[src/rtl/l2_arbiter.sv]
// l2_arbiter: two-master arbiter in front of the unified L2 cache.
// Grants one of the L1 instruction port (I) or L1 data port (D) at a time,
// forwards the granted request to the L2 slave port and routes the L2
// ack/rty/read data back to the granted master only.
//
// Ports:
//   clk, rst_n                       clock, asynchronous active-low reset
//   i_cyc/i_stb/i_we/i_addr/i_sel/i_wdata  -> port I request
//   i_rdata/i_ack/i_rty               <- port I response
//   d_*                               same as port I, for the data cache
//   l2_cyc/l2_stb/l2_we/l2_addr/l2_sel/l2_wdata -> L2 request
//   l2_rdata/l2_ack/l2_rty            <- L2 response
//   grant                             one-hot grant status, bit0 = I, bit1 = D
//
// Configuration macro:
//   L2_ARB_FIXED_PRIO_EN  defined   -> D always wins a conflict in IDLE
//                         undefined -> round-robin between I and D
//
// Every grant returns through IDLE, so the L2 never sees back-to-back strobes
// from different masters (the L2 acks hits combinationally).
module l2_arbiter #(
  parameter int unsigned ADDR_W = 16,
  parameter int unsigned DATA_W = 128
) (
  input  logic                clk,
  input  logic                rst_n,
  // Port I
  input  logic                i_cyc,
  input  logic                i_stb,
  input  logic                i_we,
  input  logic [ADDR_W-1:0]   i_addr,
  input  logic [DATA_W/8-1:0] i_sel,
  input  logic [DATA_W-1:0]   i_wdata,
  output logic [DATA_W-1:0]   i_rdata,
  output logic                i_ack,
  output logic                i_rty,
  // Port D
  input  logic                d_cyc,
  input  logic                d_stb,
  input  logic                d_we,
  input  logic [ADDR_W-1:0]   d_addr,
  input  logic [DATA_W/8-1:0] d_sel,
  input  logic [DATA_W-1:0]   d_wdata,
  output logic [DATA_W-1:0]   d_rdata,
  output logic                d_ack,
  output logic                d_rty,
  // L2 slave side
  output logic                l2_cyc,
  output logic                l2_stb,
  output logic                l2_we,
  output logic [ADDR_W-1:0]   l2_addr,
  output logic [DATA_W/8-1:0] l2_sel,
  output logic [DATA_W-1:0]   l2_wdata,
  input  logic [DATA_W-1:0]   l2_rdata,
  input  logic                l2_ack,
  input  logic                l2_rty,
  // Status
  output logic [1:0]          grant
);

  localparam int unsigned SEL_W = DATA_W / 8;

  typedef enum logic [1:0] {
    ST_IDLE  = 2'd0,
    ST_GNT_I = 2'd1,
    ST_GNT_D = 2'd2
  } state_t;

  state_t state;
  state_t state_nxt;
  logic   prio_d;
  logic   req_i;
  logic   req_d;
  logic   l2_done;

  assign req_i   = i_cyc & i_stb;
  assign req_d   = d_cyc & d_stb;
  // rty wins over ack for the master, but either one ends the grant
  assign l2_done = l2_ack | l2_rty;

  // State register
  always_ff @(posedge clk or negedge rst_n) begin
    if (!rst_n) begin
      state <= ST_IDLE;
    end else begin
      state <= state_nxt;
    end
  end

`ifdef L2_ARB_FIXED_PRIO_EN
  // D always wins a conflict
  assign prio_d = 1'b1;
`else
  // Round-robin priority: a completed grant hands priority to the other port;
  // an abort (cyc dropped without ack/rty) leaves it unchanged.
  always_ff @(posedge clk or negedge rst_n) begin
    if (!rst_n) begin
      prio_d <= 1'b0;
    end else if ((state != ST_IDLE) && l2_done) begin
      prio_d <= (state == ST_GNT_I);
    end
  end
`endif

  // Next-state logic
  always_comb begin
    state_nxt = state;
    unique case (state)
      ST_IDLE: begin
        if (req_i && req_d) begin
          state_nxt = prio_d ? ST_GNT_D : ST_GNT_I;
        end else if (req_i) begin
          state_nxt = ST_GNT_I;
        end else if (req_d) begin
          state_nxt = ST_GNT_D;
        end
      end
      ST_GNT_I: begin
        if (l2_done || !i_cyc) begin
          state_nxt = ST_IDLE;
        end
      end
      ST_GNT_D: begin
        if (l2_done || !d_cyc) begin
          state_nxt = ST_IDLE;
        end
      end
      default: state_nxt = ST_IDLE;
    endcase
  end

  // Output mux: driven purely from the registered state plus live master and
  // L2 signals; l2_stb never depends on l2_ack.
  always_comb begin
    grant    = 2'b00;
    l2_cyc   = 1'b0;
    l2_stb   = 1'b0;
    l2_we    = 1'b0;
    l2_addr  = '0;
    l2_sel   = SEL_W'(0);
    l2_wdata = '0;
    i_rdata  = '0;
    i_ack    = 1'b0;
    i_rty    = 1'b0;
    d_rdata  = '0;
    d_ack    = 1'b0;
    d_rty    = 1'b0;
    unique case (state)
      ST_GNT_I: begin
        grant    = 2'b01;
        l2_cyc   = i_cyc;
        l2_stb   = i_cyc & i_stb;
        l2_we    = i_we;
        l2_addr  = i_addr;
        l2_sel   = i_sel;
        l2_wdata = i_wdata;
        i_rdata  = l2_rdata;
        i_ack    = l2_ack;
        i_rty    = l2_rty;
      end
      ST_GNT_D: begin
        grant    = 2'b10;
        l2_cyc   = d_cyc;
        l2_stb   = d_cyc & d_stb;
        l2_we    = d_we;
        l2_addr  = d_addr;
        l2_sel   = d_sel;
        l2_wdata = d_wdata;
        d_rdata  = l2_rdata;
        d_ack    = l2_ack;
        d_rty    = l2_rty;
      end
      default: begin
      end
    endcase
  end

endmodule

[config.mk]
export PLATFORM = sky130hd
export DESIGN_NAME = l2_arbiter
export DESIGN_NICKNAME = d
export VERILOG_FILES = /design/src/rtl/l2_arbiter.sv
export SDC_FILE = /design/constraint.sdc
export NUM_CORES = 1
export LEC_CHECK = 0
export ABC_AREA = 1
export CAP_MARGIN = 20
export CORE_AREA = 2 2 346 348
export DETAILED_ROUTE_END_ITERATION = 10
export DIE_AREA = 0 0 348 350
export PLACE_DENSITY = 0.34
export SKIP_LAST_GASP = 1
export SLEW_MARGIN = 20
export SYNTH_ARGS = -nofsm -noshare
export SYNTH_HDL_FRONTEND = slang
export SYNTH_SLANG_ARGS = --single-unit
[constraint.sdc]
create_clock -name clk -period 3.3 [get_ports clk]
set_input_delay 0.495 -clock clk [delete_from_list [all_inputs] [get_ports clk]]
set_output_delay 0.495 -clock clk [all_outputs]
set_load 0.02 [all_outputs]
**Yosys cells after proc, flatten, opt, wreduce, memory -nomap -nowiden**

Cells that the tools add are included.

- Register bits after elaboration: 3
- Bits in latches: 0
- Bits in writable memories: 0
- ROM bits: 0
- Bits of input ports: 458
- Output and inout bits: 425
- Memories: 0

- Add/sub/neg operators: 0
- Multipliers: 0
- Divide/modulo/power cells: 0
- Order comparisons: 0
- Equal/unequal tests: 5
- Shift operators: 0
- Mux-type cells: 20
- Bitwise operators: 3
- Reduce and logical (&&, ||, !) cells: 9

Operators by type and width:

| kind | count |
|---|---|
| two-way mux 128 bit | 2 |
| case mux 128 bit (2 select lines) | 1 |
| case mux 16 bit (2 select lines) | 2 |
| two-way mux 2 bit | 6 |
| case mux 1 bit (2 select lines) | 3 |
| case mux 2 bit (3 select lines) | 1 |
| two-way mux 1 bit | 4 |
| != test 4 bit, second input constant | 1 |
| case mux 2 bit (2 select lines) | 1 |
| AND reduction 3 bit | 1 |
| AND 1 bit | 2 |
| == test 2 x 1 -> 1 bit, second input constant | 1 |
| == test 2 bit, second input constant | 1 |
| logical AND 1 bit | 2 |
| logical NOT 1 bit | 2 |
| logical NOT 2 bit | 1 |
| logical OR 1 bit | 2 |
| != test 2 x 1 -> 1 bit, second input constant | 1 |
| != test 2 bit, second input constant | 1 |
| nonzero test 2 bit | 1 |
| OR 1 bit | 1 |

**Longest topological paths before layout**

- Depth after elaboration: 5
- Mapped depth: 9
- Gate-level depth less buffers: 8

**Worst setup path before layout**

OpenSTA, ideal clock, no wires.

- Path kind: register to output
- Start point: reg state[0]
- End point: out l2_sel[0]
- Arrival time: 1.459 ns
- Required time: 2.805 ns
- Setup slack: 1.346 ns
- Stages on the path, launching flop included: 8
- Buffers on the path: 3
- Path through: dfrtp_1 > inv_1 > ha_1 > buf_2 > buf_4 > buf_2 > nand2_1 > a21oi_1

- Cells in the longest elaborated chain, start to end: 2

RTL lines:

| element | line | source |
|---|---|---|
| start: declaration | 69 | `state_t state;` |
| start signal: assignment | 86 | `state <= state_nxt;` |
| == test 2 bit or == test 2 x 1 -> 1 bit (tied branches) | 148 | `unique case (state)` |
| case mux 16 bit (2 select lines) * | 148 |  |
| end: declaration | 52 | `output logic [DATA_W/8-1:0] l2_sel,` |

Mark *: on every way between the ends. The rest lies on a longest branch, timed or not.

**Worst setup path after layout**

- Start point: reg state[1]
- End point: out l2_addr[3]

- Cells in the longest elaborated chain, start to end: 2

RTL lines:

| element | line | source |
|---|---|---|
| == test 2 bit or == test 2 x 1 -> 1 bit (tied branches) | 148 |  |
| case mux 16 bit (2 select lines) * | 148 |  |
| end: declaration | 51 | `output logic [ADDR_W-1:0] l2_addr,` |

Marked as above.

==> summary.txt <==
Run status
  – Status: complete, no violations

Logic synthesis
  – Top cells by area, synth: nand2_1 48%, inv_1 21%, a21oi_1 18%, buf_2 6.2%, buf_4 2.1%
  – Ys Warns: 0
  – Sequential area share after synthesis: 1.61%
  – Largest area contributor in the netlist: nand2_1
  – Syn_nets: 1586
  – Distinct cells, synth: 12
  – Avg Cell Area, Syn: 4.15 um2
  – Synthesis-stage register bit count: 3
  – Synth top area share: 48.1%
  – Post-Synthesis Cell Area: 4660 um2
  – Mapped Cells: 1123

GRT
  – Number of global-route vias before repair: 10.1k
  – Gr ovfl total: 0
  – Largest net degree at the start of global routing: 80
  – Initial antenna violation count: 103
  – Tot GR Track Use: 13.8%
  – Global-route wire length before repair: 110 mm

Critical path
  – Critical path fanouts, max: 35
  – CP max stage cell: clkdlybuf4s50_1
  – Worst Setup Path Type: reg -> out
  – Worst Path Required: 2800 ps
  – Critical path's top delay family: buffers and inverters
  – Crit path DAT: 2740 ps
  – Crit end category: output port
  – Startpoint Class: flip-flop
  – CP Cell Sequence: inv_1, ha_4, buf_6, nand2_1, a21oi_1, clkdlybuf4s50_1
  – Number of buffer and inverter stages on the critical path: 3
  – CP peak stage delay: 700 ps

STA
  – Tmin final: 3230 ps
  – Tcrit/Tclk final: 97.9%
  – Worst Max-Slew Pin Slew: 513 ps
  – Clk_skew: 1.83 ps
  – RSZ-0062 raised after global routing: false
  – Max Slew Vio Count: 0
  – Final Hold Slack: 465 ps
  – Fmax: 309 MHz
  – Final hold violations: 0
  – Final WS setup: 68.1 ps
  – Setup-failing EPs final: 0
  – Setup TNS: 0 ps
  – Worst rel slew slack: 65.8%

Detailed routing
  – TritonRoute pass-1 iters: 5
  – DRC viols: 0
  – Initial DRC Count: 587
  – Wire per inst: 25.3 um
  – Via density per instance: 2.93
  – Post-DRT Antenna Nets: 0
  – Vias: 10.3k
  – Detailed-route wire length: 88.8 mm

Die
  – Die height: 350 um
  – Core Footprint: 118000 um2
  – Row count: 126
  – Num ports: 883
  – Die Width: 348 um
  – Die area: 122000 um2
  – Starting Density: 3.95%

Layout
  – Fraction of layout cells with a size suffix above 1: 5.17%
  – Final net count: 2419
  – Most common cell after layout, fill and taps aside: clkdlybuf4s50_1
  – Most frequent cells in the layout: 816 x clkdlybuf4s50_1, 597 x nand2_1, 263 x inv_1, 162 x a21oi_1, 69 x buf_12
  – Final Util: 13.6%
  – Area grow syn2layout: 244%

Pwr
  – Pwr dens: 627 nW/um2
  – Worst IR drop on VDD: 0.349 mV
  – P_leak: 7.15 nW

Clocking
  – Post-CTS resize count: 2
  – Cts bufs inserted: 3
  – H-Tree Depth: 1
  – Reg clk slew, reported paths: 30 ps
  – Clock sink count: 3
  – Max Buffers Root-to-Sink: 2
  – Clk_lat worst skew: 220 ps
  – Root Driver: clkbuf_16
  – Hold-fix buffers at CTS: 0
  – Post-CTS Setup Bufs: 0
  – TritonCTS clock tree: built

Placement
  – Port buffer count: 882
  – Setup WS pre-CTS: 128 ps
  – RD Place Congestion: 0.863
  – Dpl hpwl: 82.5 mm

Flow run
  – Max-Cap Viols: 0

Worst hold path
  – Min-Delay Path Class: in -> async
[cells in the mapped netlist]
master and count:
inv_2 1, buf_2 58, inv_1 263, nor2_1 2
nand2_1 597, buf_4 13, nand3_1 4, dfrtp_1 3
a21oi_1 163, ha_1 5, clkbuf_1 11, o21ai_0 3
[power by group]
group	switching (W)	internal (W)	total, W
logic	0.00576	0.00402	0.00979
registers	0.0000183	0.0000527	0.0000710
clock network	0.0000316	0.000159	0.000191
[worst paths after layout]
path / startpoint / endpoint / slack, ps / cells after the start
max: state[1] / l2_addr[3] / 70 / 6
min: rst_n / prio_d / 470 / 1
max reg2reg: state[0] / state[0] / 1590 / 8
min reg2reg: prio_d / prio_d / 510 / 2
max in group asynchronous: rst_n / state[1] / 2680 / 1
min in group clk: prio_d / prio_d / 510 / 2
[area by class of cell]
class	count	area (um2)
inverters	264	996
diodes	11	27.5
fillers	13800	102000
multi-input cells	774	3190
clock buffers	4	78.8
flip-flops and latches	3	75.1
repair buffers	910	9740
well taps	1536	1920
[state kept, by name, indices dropped and copies added (netlist names)]
signal / cells
state: 2
prio_d: 1
[metrics by stage]
| stage | total power, W | instance area (um2) | instances |
|---|---|---|---|
| finish | 0.0100 | 16000 | 3502 |
| global route | 0.0107 | 16000 | 3492 |
| CTS | 0.0103 | 16000 | 3491 |
| detailed placement | 0.0101 | 15900 | 3487 |
| global placement | 0.0101 | 15900 | 3487 |
| floorplan | 0.00431 | 4660 | 1123 |
[per-layer routing]
metal | part of all wire (%) | track usage, % | up-vias
li1 | - | - | 4883
met1 | 40 | 16.4 | 4529
met2 | 46 | 22.9 | 580
met3 | 12 | 7.39 | 172
met4 | 0.94 | 0.724 | 102
met5 | 0.70 | 0 | -
[cell families (layout without fill, tap and decap cells)]
group / after synthesis / count (layout) / synth area share (%)
AOI/OAI and AO/OA: 166 / 166 / 17.8
adders and majority gates: 5 / 5 / 1.34
buffers and inverters: 346 / 1178 / 30.5
DFF: 3 / 3 / 1.61
other: 0 / 11 / 0
and+or+nand+nor: 603 / 603 / 48.7
(Power assumes the default switching activity.)
